--- src/rtl/ctrl_datapath_if.sv ---
`default_nettype none
// +----------------------------------------------------------------------------+
// | Module   : ctrl_datapath_if                                                 |
// | Brief    : control/operand inputs and result-FIFO valid/ready bus           |
// | Revision : 1.0  initial release                                             |
// +----------------------------------------------------------------------------+
interface ctrl_datapath_if #(
  parameter int W     = 8,
  parameter int DEPTH = 4
);
  logic [6:0]               ctrl;
  logic [W-1:0]             data_in;
  logic                     in_valid;
  logic [W-1:0]             acc;
  logic [W-1:0]             out_data;
  logic                     out_valid;
  logic                     out_ready;
  logic [$clog2(DEPTH):0]   fifo_cnt;
  logic                     drop_flag;
  logic                     ovf_flag;

  modport master (
    output ctrl, data_in, in_valid, out_ready,
    input  acc, out_data, out_valid, fifo_cnt, drop_flag, ovf_flag
  );

  modport slave (
    input  ctrl, data_in, in_valid, out_ready,
    output acc, out_data, out_valid, fifo_cnt, drop_flag, ovf_flag
  );
endinterface
`default_nettype wire

--- src/rtl/ctrl_datapath.sv ---
`default_nettype none
// +----------------------------------------------------------------------------+
// | Module   : ctrl_datapath                                                    |
// | Brief    : accumulator micro-op datapath with result FIFO and sticky flags; |
// |            optional DP_SATURATE_EN makes the accumulator saturate.          |
// | Revision : 1.0  initial release                                             |
// +----------------------------------------------------------------------------+
module ctrl_datapath #(
  parameter int W     = 8,
  parameter int DEPTH = 4
) (
  input  logic          clk,
  input  logic          reset,
  ctrl_datapath_if.slave bus
);
  localparam int c_PW = $clog2(DEPTH);
  localparam int c_CW = c_PW + 1;
  localparam logic [c_CW-1:0] c_DEPTH = c_CW'(DEPTH);

  logic [W-1:0]      r_a;
  logic [W-1:0]      r_b;
  logic [W-1:0]      r_acc;
  logic [W-1:0]      r_mem [DEPTH];
  logic [c_PW-1:0]   r_wr_ptr;
  logic [c_PW-1:0]   r_rd_ptr;
  logic [c_CW-1:0]   r_cnt;
  logic              r_drop;
  logic              r_ovf;

  logic              w_ld_a, w_ld_b, w_add, w_sub, w_shl, w_store, w_clr;
  logic [W+1:0]      w_t;
  logic [W+2:0]      w_n;
  logic              w_ovf;
  logic [W-1:0]      w_acc_nxt;
  logic              w_full, w_empty, w_pop, w_push;

  assign {w_clr, w_store, w_shl, w_sub, w_add, w_ld_b, w_ld_a} = bus.ctrl;

  // W+2 bits hold acc+A-B exactly; the extra top bit of w_n keeps the sign across SHL
  assign w_t   = {2'b00, r_acc}
               + (w_add ? {2'b00, r_a} : '0)
               - (w_sub ? {2'b00, r_b} : '0);
  assign w_n   = w_shl ? {w_t, 1'b0} : {w_t[W+1], w_t};
  assign w_ovf = |w_n[W+2:W];

`ifdef DP_SATURATE_EN
  always_comb begin
    w_acc_nxt = w_n[W-1:0];
    if (w_n[W+2])
      w_acc_nxt = '0;
    else if (|w_n[W+1:W])
      w_acc_nxt = '1;
  end
`else
  assign w_acc_nxt = w_n[W-1:0];
`endif

  assign w_empty = (r_cnt == '0);
  assign w_full  = (r_cnt == c_DEPTH);
  assign w_pop   = !w_empty && bus.out_ready;
  assign w_push  = w_store && (!w_full || w_pop);

  always_ff @(posedge clk or negedge reset) begin
    if (!reset) begin
      r_a      <= '0;
      r_b      <= '0;
      r_acc    <= '0;
      r_wr_ptr <= '0;
      r_rd_ptr <= '0;
      r_cnt    <= '0;
      r_drop   <= 1'b0;
      r_ovf    <= 1'b0;
    end else begin
      if (w_ld_a && bus.in_valid) r_a <= bus.data_in;
      if (w_ld_b && bus.in_valid) r_b <= bus.data_in;
      r_acc <= w_clr ? '0 : w_acc_nxt;

      if (w_push) r_wr_ptr <= r_wr_ptr + c_PW'(1);
      if (w_pop)  r_rd_ptr <= r_rd_ptr + c_PW'(1);
      if (w_push && !w_pop)
        r_cnt <= r_cnt + c_CW'(1);
      else if (w_pop && !w_push)
        r_cnt <= r_cnt - c_CW'(1);

      // Clear takes priority over any flag set in the same cycle
      if (w_clr)
        r_drop <= 1'b0;
      else if (w_store && !w_push)
        r_drop <= 1'b1;
      if (w_clr)
        r_ovf <= 1'b0;
      else if (w_ovf)
        r_ovf <= 1'b1;
    end
  end

  // Storage needs no reset: out_data is masked while the FIFO is empty
  always_ff @(posedge clk) begin
    if (w_push) r_mem[r_wr_ptr] <= r_acc;
  end

  assign bus.acc       = r_acc;
  assign bus.out_valid = !w_empty;
  assign bus.out_data  = w_empty ? '0 : r_mem[r_rd_ptr];
  assign bus.fifo_cnt  = r_cnt;
  assign bus.drop_flag = r_drop;
  assign bus.ovf_flag  = r_ovf;
endmodule
`default_nettype wire
--- src/flat_wrapper.sv ---
// flat-port wrapper written by rule: the top's interface ports become plain ports
module ctrl_datapath_flat 
#(
  parameter int W     = 8,
  parameter int DEPTH = 4
)
  (clk, reset, bus_ctrl, bus_data_in, bus_in_valid, bus_out_ready, bus_acc, bus_out_data, bus_out_valid, bus_fifo_cnt, bus_drop_flag, bus_ovf_flag);
  ctrl_datapath_if #(.W(W), .DEPTH(DEPTH)) bus_i ();
  input  logic clk;
  input  logic reset;
  input wire logic [$bits(bus_i.ctrl)-1:0] bus_ctrl;
  input wire logic [$bits(bus_i.data_in)-1:0] bus_data_in;
  input wire logic [$bits(bus_i.in_valid)-1:0] bus_in_valid;
  input wire logic [$bits(bus_i.out_ready)-1:0] bus_out_ready;
  output wire logic [$bits(bus_i.acc)-1:0] bus_acc;
  output wire logic [$bits(bus_i.out_data)-1:0] bus_out_data;
  output wire logic [$bits(bus_i.out_valid)-1:0] bus_out_valid;
  output wire logic [$bits(bus_i.fifo_cnt)-1:0] bus_fifo_cnt;
  output wire logic [$bits(bus_i.drop_flag)-1:0] bus_drop_flag;
  output wire logic [$bits(bus_i.ovf_flag)-1:0] bus_ovf_flag;
  assign bus_i.ctrl = bus_ctrl;
  assign bus_i.data_in = bus_data_in;
  assign bus_i.in_valid = bus_in_valid;
  assign bus_i.out_ready = bus_out_ready;
  assign bus_acc = bus_i.acc;
  assign bus_out_data = bus_i.out_data;
  assign bus_out_valid = bus_i.out_valid;
  assign bus_fifo_cnt = bus_i.fifo_cnt;
  assign bus_drop_flag = bus_i.drop_flag;
  assign bus_ovf_flag = bus_i.ovf_flag;
  ctrl_datapath #(.W(W), .DEPTH(DEPTH)) u_core (.clk(clk), .reset(reset), .bus(bus_i));
endmodule
--- config.mk ---
export PLATFORM = sky130hd
export DESIGN_NAME = ctrl_datapath_flat
export DESIGN_NICKNAME = d
export VERILOG_FILES = /design/src/rtl/ctrl_datapath_if.sv /design/src/rtl/ctrl_datapath.sv /design/src/flat_wrapper.sv
export SDC_FILE = /design/constraint.sdc
export NUM_CORES = 1
export LEC_CHECK = 0
export ABC_AREA = 1
export BUFFER_PORTS_ARGS = -buffer_cell sky130_fd_sc_hd__buf_2
export CORE_ASPECT_RATIO = 0.8
export CORE_MARGIN = 2
export CORE_UTILIZATION = 45
export CTS_CLUSTER_SIZE = 12
export DETAILED_ROUTE_END_ITERATION = 12
export PLACE_DENSITY_LB_ADDON = 0.25
export SYNTH_ARGS = -nofsm -noshare
export SYNTH_HDL_FRONTEND = slang
export SYNTH_SLANG_ARGS = --single-unit
--- constraint.sdc ---
create_clock -name clk -period 2.3 [get_ports clk]
set_input_delay 0.23 -clock clk [delete_from_list [all_inputs] [get_ports clk]]
set_output_delay 0.23 -clock clk [all_outputs]
set_load 0.005 [all_outputs]
* Word level (Yosys, flattened, before mapping) *
Memories as Yosys holds them, arrays and structs flattened.
Cells that the tools add are included.

storage, ports and cells
  register bits = 33
  memory bits (writable) = 32
  input bits = 19
  output and inout bits = 22
  logic and storage cells = 46
  memories kept = 1

cells by class
  $add $sub $neg = 6
  eq/ne operators = 1
  mux-type cells = 13
  reductions and logical operators = 17

memory list
  name          words  width  rd ports  clocked after memory_dff  wr ports  RTL line             source
  u_core.r_mem  4      8      1         0                         1         ctrl_datapath.sv:23  logic [W-1:0] r_mem [DEPTH];

operators by type and width
  cell                 number
  $mux 8               4
  $add 8x10->10        1
  $mux 10              1
  $sub 10x8->10        1
  $logic_and 1x1->1    7
  $mux 1               6
  $mux 3               2
  $reduce_bool 2->1    3
  $add 2x1->2 const B  2
  $logic_not 1->1      4
  $add 3x1->3 const B  1
  $eq 3x3->1 const B   1
  $logic_not 3->1      1
  $reduce_or 3->1      1
  $sub 3x1->3 const B  1
  $logic_or 1x1->1     1

* Longest topological paths before layout *
Gate-level depths: netlist of run 1.

  depth after elaboration = 9
  gate-level depth with buffers = 15

* Worst setup path before layout of run 1 *
OpenSTA, ideal clock, no wires.

  kind = input port to flip-flop
  start point = input bus_ctrl[2]
  end point = register u_core.r_acc[4], in the netlist u_core.bus.acc[4]
  library setup time = 0.123 ns
  data arrival time = 2.122 ns
  setup slack = 0.055 ns
  cell stages on the path = 11
  cell sequence = clkbuf_1 nand2_1 fa_1 inv_1 fa_1 nand2_1 nand2_2 and2_1 or2_1 nand3_1 o21ai_1

on the way
  word-level cells in the longest chain between the ends = 5

ends and longest elaborated chain
  item                  RTL line             source
  from (decl)           flat_wrapper.sv:11   input wire logic [$bits(bus_i.ctrl)-1:0] bus_ctrl;
  $mux 8                ctrl_datapath.sv:41  + (w_add ? {2'b00, r_a} : '0)
  $add 8x10->10         ctrl_datapath.sv:41
  $sub 10x8->10         ctrl_datapath.sv:42  - (w_sub ? {2'b00, r_b} : '0);
  $mux 10               ctrl_datapath.sv:43  assign w_n = w_shl ? {w_t, 1'b0} : {w_t[W+1], w_t};
  $mux 8                ctrl_datapath.sv:76  r_acc <= w_clr ? '0 : w_acc_nxt;
  to (signal assigned)  ctrl_datapath.sv:76
  to (decl)             ctrl_datapath.sv:22  logic [W-1:0] r_acc;

No other way between the ends.
A chain may end at the register's enable or synchronous reset.

* Worst setup path in the final report of run 1 *
  start point = register u_core.r_b[3]
  end point = register u_core.r_acc[4], in the netlist u_core.bus.acc[4]

on the way
  word-level cells in the longest chain between the ends = 4

ends and longest elaborated chain
  item                    RTL line             source
  from (decl)             ctrl_datapath.sv:21  logic [W-1:0] r_b;
  from (signal assigned)  ctrl_datapath.sv:75  if (w_ld_b && bus.in_valid) r_b <= bus.data_in;
  $mux 8                  ctrl_datapath.sv:42
  $sub 10x8->10           ctrl_datapath.sv:42
  $mux 10                 ctrl_datapath.sv:43
  $mux 8                  ctrl_datapath.sv:76

No other way between the ends.

==> results.ini, run 1 <==
[status]
outcome = complete, no violations

[final_layout]
diodes = 0
finalNetCount = 473
drive_gt1_frac = 0.2294
final_util = 0.5543
layout_common_cells = 68 x inv_1, 68 x nand2_1, 40 x nor2_1, 40 x buf_2
final-instance-count-excl-fill = 541
syn_to_final_growth_pct = 19.70

[sta]
final.min_clock_period_ns = 2.178
max_slew_margin = 0.5249
drv_slew = 0
skew_ns = 0.01031
fmaxAchievable_ghz = 0.4591
worst_pin_slew_ns = 0.7127
whs_ns = 0.06064
finalCritPeriodShare = 0.9471
hold_viol_final = 0
timing.final.ws_setup_ns = 0.1217
setup_viol = 0
fin_setup_tns_ns = 0

[place]
dp.cells = 522
place_hpwl_um = 4837
dpl_worst_slack_ns = -0.03084
portBuffers = 40
gp_congestion = 0.7872

[routing]
dr.pass1.iters = 4
drtAntennaViolNets = 0
drc = 0
vias = 2501
drt-initial-drc-count = 94
routed_wl_um = 6581
viasPerCell = 4.623
wl_per_cell_um = 12.16

[logic_synthesis]
netlist_area_um2 = 3423
synth_seq_cells = 65
synth_warnings = 0
synth_edf_count = 32
ys_seq_area_frac = 0.5219
syn-num-nets = 414
synth_cell_type_count = 31
postSynth.asyncResetShare = 0.5077
yosys.area.top_type = edfxtp_1
synth.area.top_cells = edfxtp_1 28%, dfrtp_1 24%, nand2_1 7.7%
syn_area_per_cell_um2 = 9.202
ys.flop_type = dfrtp_1
synth_top_area_share = 0.2807
netlist_instances = 372

[floorplanning]
die_w_um = 101.5
rows = 28
start_util = 0.4631
core-area_um2 = 7392
die_h_um = 82.01
boundaryPins = 41
die-area_um2 = 8325

[grt]
grt_start_max_net_pins = 34
grt_pass1_wl_um = 11140
antenna_found_initial = 0
grt_usage = 0.1766
grt.overflow.total = 0
grt_pass1_vias = 2377

[setup_path]
cpLargestDelayFamily = adder cells
end_kind = flop
cp.required_ns = 2.53
cp_num_buf_inv = 3
critPathSlowestCell = fa_1
crit_path_start_kind = flop
cp_cell_sequence = nand2_1 > inv_1 > fa_1 > inv_1 > ha_1 > inv_1 > nand2_2 > and2_1 > or2_1 > nand3_1 > o21ai_1
max_stage_delay_ns = 0.49
critPathMaxFanout = 3
arrival_ns = 2.41
critPathKind = reg2reg
cp_common_cell = inv_1

[clock_network]
numCtsBuffers = 9
tritoncts = built
worstSkewPairLatency_ns = 0.35
root_buffer = clkbuf_8
clock_sinks = 65
clkTransAtPathRegs_ns = 0.08
max-clock-path-buffers = 2
htree_levels = 3

[pwr]
p_leak_nw = 2.016
peakVddDrop_uv = 535.4
p_per_area_nw_per_um2 = 1284

[min_path]
hold_path_class = in2reg

[job]
max_cap_viol_count = 0

## cell type report
| cell class | count | area [um^2] |
|---|---|---|
| clock inverter | 7 | 78.83 |
| clock buffer | 9 | 123.9 |
| timing repair buffer | 57 | 330.3 |
| inverter | 74 | 281.5 |
| tap | 105 | 131.4 |
| sequential | 65 | 1787 |
| fill | 657 | 3294 |
| multi-input combinational | 224 | 1365 |
## cell families (layout without fill, tap and decap cells)
family / after synthesis / count (layout) / share of synthesized area
fa+ha+maj: 23 / 23 / 0.1038
flops: 65 / 65 / 0.5219
mux: 1 / 1 / 0.003289
compound gates: 53 / 53 / 0.08187
xor+xnor: 8 / 8 / 0.02266
buf+inv: 83 / 147 / 0.09502
simple gates: 139 / 139 / 0.1714
## path summary, 6_finish.rpt
check                      cells after the start  slack, ns     startpoint                    to
setup / recovery                              11       0.12  u_core.r_b[3]     u_core.bus.acc[4]
hold / removal                                 2       0.06    bus_ctrl[6]  u_core.bus.drop_flag
setup reg to reg                              11       0.12  u_core.r_b[3]     u_core.bus.acc[4]
hold reg to reg                                2       0.49  u_core.r_b[2]         u_core.r_b[2]
max in group asynchronous                      2       1.37          reset    u_core.r_wr_ptr[0]
min in group asynchronous                      2       0.47          reset     u_core.bus.acc[1]
## power by group
part	internal (mW)	switching (mW)	leakage, nW
Combinational	1.06	1.45	1.20
Clock	0.509	0.478	0.104
Sequential	1.58	0.193	0.709
Total	3.14	2.12	2.02
## through the flow
| stage | cell area (um^2) | power (mW) |
|---|---|---|
| after global placement | 3812 | 4.074 |
| after detailed placement | 3812 | 4.143 |
| after floorplan | 3423 | 3.420 |
| final | 4098 | 5.262 |
| after CTS | 4028 | 5.155 |
| after global routing | 4098 | 5.762 |
## registers in the layout, indices dropped and copies added (netlist names)
register,cells
u_core.bus.drop_flag,1
u_core.r_mem,32
u_core.r_b,8
u_core.r_rd_ptr,2
u_core.bus.fifo_cnt,3
u_core.bus.acc,8
u_core.bus.ovf_flag,1
u_core.r_wr_ptr,2
u_core.r_a,8
## routing by layer
metal  share of wire  global-route usage
met5               0                   0
met4          0.0084             0.04730
met3           0.050             0.05617
met2            0.46              0.2882
met1            0.48              0.2288
## cells in the mapped netlist (all sizes together) (5+ instances only)
| cell | count |
|---|---|
| dfrtp | 33 |
| o21ai | 35 |
| inv | 73 |
| xor2 | 6 |
| ha | 14 |
| edfxtp | 32 |
| nand2 | 73 |
| nor2 | 44 |
| a21oi | 15 |
| clkbuf | 5 |
| fa | 9 |
| nand3 | 14 |
## repair_timing
action                                  CTS  global route
endpoints found under the setup margin    1             7
hold endpoints to repair                 33             0
pin swaps                                 0             2
gates resized for setup                   1            12
hold buffers                              1             0
buffers inserted                          0             2
(Power assumes the default switching activity.)
==> inputs of run 2 (changes only) <==
==> constraint.sdc (replaced) <==
create_clock -name clk -period 2.3 [get_ports clk]
set_input_delay 0.115 -clock clk [delete_from_list [all_inputs] [get_ports clk]]
set_output_delay 0.115 -clock clk [all_outputs]
set_load 0.005 [all_outputs]
==> results.ini, run 2 (synthesis gave the netlist of run 1 again) <==
[status]
outcome = complete, no violations  ; unchanged

[sta]
finalCritPeriodShare = 0.9631  ; was 0.9471
skew_ns = 0.009373  ; was 0.01031 ns
final.min_clock_period_ns = 2.215  ; was 2.178 ns
drv_slew = 0  ; unchanged
worst_pin_slew_ns = 0.7240  ; was 0.7127 ns
fmaxAchievable_ghz = 0.4514  ; was 0.4591 GHz
hold_viol_final = 0  ; unchanged
setup_viol = 0  ; unchanged
max_slew_margin = 0.5173  ; was 0.5249
timing.final.ws_setup_ns = 0.08487  ; was 0.1217 ns

[pwr]
peakVddDrop_uv = 545.0  ; was 535.4 uV
power.switching_mw = 2.094  ; was 2.120 mW
power_frac_seq = 0.333  ; was 0.336
p_leak_nw = 2.023  ; was 2.016 nW
intPower_mw = 3.260  ; was 3.142 mW
p_per_area_nw_per_um2 = 1301  ; was 1284 nW/um^2
sw_frac_of_total = 0.3911  ; was 0.4029
pwr-share-comb = 0.467  ; was 0.476
p_clk_frac = 0.200  ; was 0.188

[clock_network]
tritoncts = built  ; unchanged
numCtsBuffers = 9  ; unchanged
max-clock-path-buffers = 2  ; unchanged
htree_levels = 3  ; unchanged
clock_sinks = 65  ; unchanged
worstSkewPairLatency_ns = 0.34  ; was 0.35 ns
clkTransAtPathRegs_ns = 0.08  ; about the same
root_buffer = clkbuf_8  ; unchanged

[floorplanning]
start_util = 0.4631  ; unchanged
rows = 28  ; unchanged
boundaryPins = 41  ; unchanged
die_h_um = 82.01  ; unchanged
core-area_um2 = 7392  ; unchanged
die_w_um = 101.5  ; unchanged
die-area_um2 = 8325  ; unchanged

[place]
place_hpwl_um = 4761  ; was 4837 um
portBuffers = 40  ; unchanged
gp_congestion = 0.7979  ; was 0.7872
dp.cells = 521  ; was 522
dpl_worst_slack_ns = 0.05423  ; was -0.03084 ns
dpl_cell_area_um2 = 3805  ; was 3812 um^2

[setup_path]
reg2reg_depth = 11  ; unchanged
critPathMaxFanout = 3  ; unchanged
crit_path_start_kind = flop  ; unchanged
end_kind = flop  ; unchanged
arrival_ns = 2.44  ; was 2.41 ns
cp.required_ns = 2.53  ; about the same
critPathKind = reg2reg  ; unchanged

[final_layout]
diodes = 0  ; unchanged
syn_to_final_growth_pct = 20.21  ; was 19.70%
top_register = u_core.r_mem  ; unchanged
finalNetCount = 474  ; was 473
final_area_um2 = 4115  ; was 4098 um^2
layout_common_cells = 69 x nand2_1, 67 x inv_1, 40 x nor2_1, 40 x buf_2, 33 x o21ai_0  ; was 68 x inv_1, 68 x nand2_1, 40 x nor2_1, 40 x buf_2
final-instance-count-excl-fill = 542  ; was 541
drive_gt1_frac = 0.2334  ; was 0.2294
fillers = 677  ; was 657
final_common_cell = nand2_1
largest_reg_flops = 32  ; unchanged

[min_path]
whs_path_depth = 3  ; was 2
hold_path_class = in2reg  ; unchanged

[routing]
drtAntennaViolNets = 0  ; unchanged
vias = 2469  ; was 2,501
drt-initial-drc-count = 130  ; was 94
routed_wl_um = 6713  ; was 6581 um
wl_per_cell_um = 12.39  ; was 12.16 um
dr.pass1.iters = 4  ; unchanged
viasPerCell = 4.555  ; was 4.623
drc = 0  ; unchanged

[job]
max_cap_viol_count = 0  ; unchanged

[grt]
grt_pass1_vias = 2409  ; was 2,377
antenna_found_initial = 0  ; unchanged
grt.overflow.total = 0  ; unchanged
grt_pass1_wl_um = 11160  ; was 11,140 um
grt_start_max_net_pins = 34  ; unchanged
grt_usage = 0.1773  ; was 0.1766

[run 2: routing by layer]
layer | up-vias | wire [um] | global-route usage
met3 | 7 | 249 | 0.04936
met2 | 44 | 3145 | 0.2875
met5 | - | 0 | 0
li1 | 1285 | - | -
met4 | 0 | 70 | 0.05541
met1 | 1133 | 3247 | 0.2328
[run 2: layout make-up]
cell class | instances | area [um^2] | share of cell area
well taps | 105 | 131.4 | 0.03192
flip-flops and latches | 65 | 1788 | 0.4345
clock inverters | 7 | 93.84 | 0.02280
clock buffers | 9 | 123.9 | 0.03010
repair buffers | 58 | 340.3 | 0.08270
inverters | 74 | 277.8 | 0.06750
multi-input cells | 224 | 1360 | 0.3305
[run 2: through the flow]
| stage | hold WS (ns) | TNS, ns | power (mW) | utilization |
|---|---|---|---|---|
| after floorplan | -0.1806 | 0 | 3.420 | - |
| after global placement | 0.2195 | 0 | 4.074 | 0.5147 |
| after detailed placement | 0.2180 | 0 | 4.140 | 0.5147 |
| after CTS | 0.01576 | 0 | 5.238 | 0.5469 |
| after global routing | 0.02982 | -0.03972 | 5.848 | 0.5567 |
| final | 0.02918 | 0 | 5.354 | 0.5567 |
[run 2: final timing paths]
check	slack, ns	startpoint	end
max reg2reg	0.08	u_core.r_b[1]	u_core.bus.acc[4]
min reg2reg	0.49	u_core.r_b[4]	u_core.r_b[4]
min in group asynchronous	0.37	reset	u_core.r_b[0]
min	0.03	bus_data_in[5]	u_core.r_a[5]
max	0.08	u_core.r_b[1]	u_core.bus.acc[4]
max in group asynchronous	1.43	reset	u_core.bus.acc[5]
[run 2: critical path, cell delays in order, from the launching register on]
cell and delay [ns]:
dfrtp_1 0.38, nand2_1 0.07, inv_1 0.05, fa_1 0.51
inv_2 0.05, fa_2 0.37, nand2_2 0.09, nand2_2 0.07
and2_4 0.14, or2_4 0.24, nand3_1 0.07, o21ai_1 0.06
[run 2: timing repair]
action | in CTS | in global routing
gates resized for setup | 0 | 15
buffers inserted | 0 | 3
hold buffers | 2 | 0
hold endpoints to repair | 34 | 0
setup endpoints to repair | 0 | 5
[run 2: power groups by stage]
stage,Combinational (mW),Sequential [mW],Clock [mW]
after floorplan,1.67,1.75,0
after global placement,2.27,1.80,0
after detailed placement,2.32,1.82,0
after CTS,2.34,1.79,1.10
after global routing,2.87,1.82,1.15
final,2.50,1.78,1.07
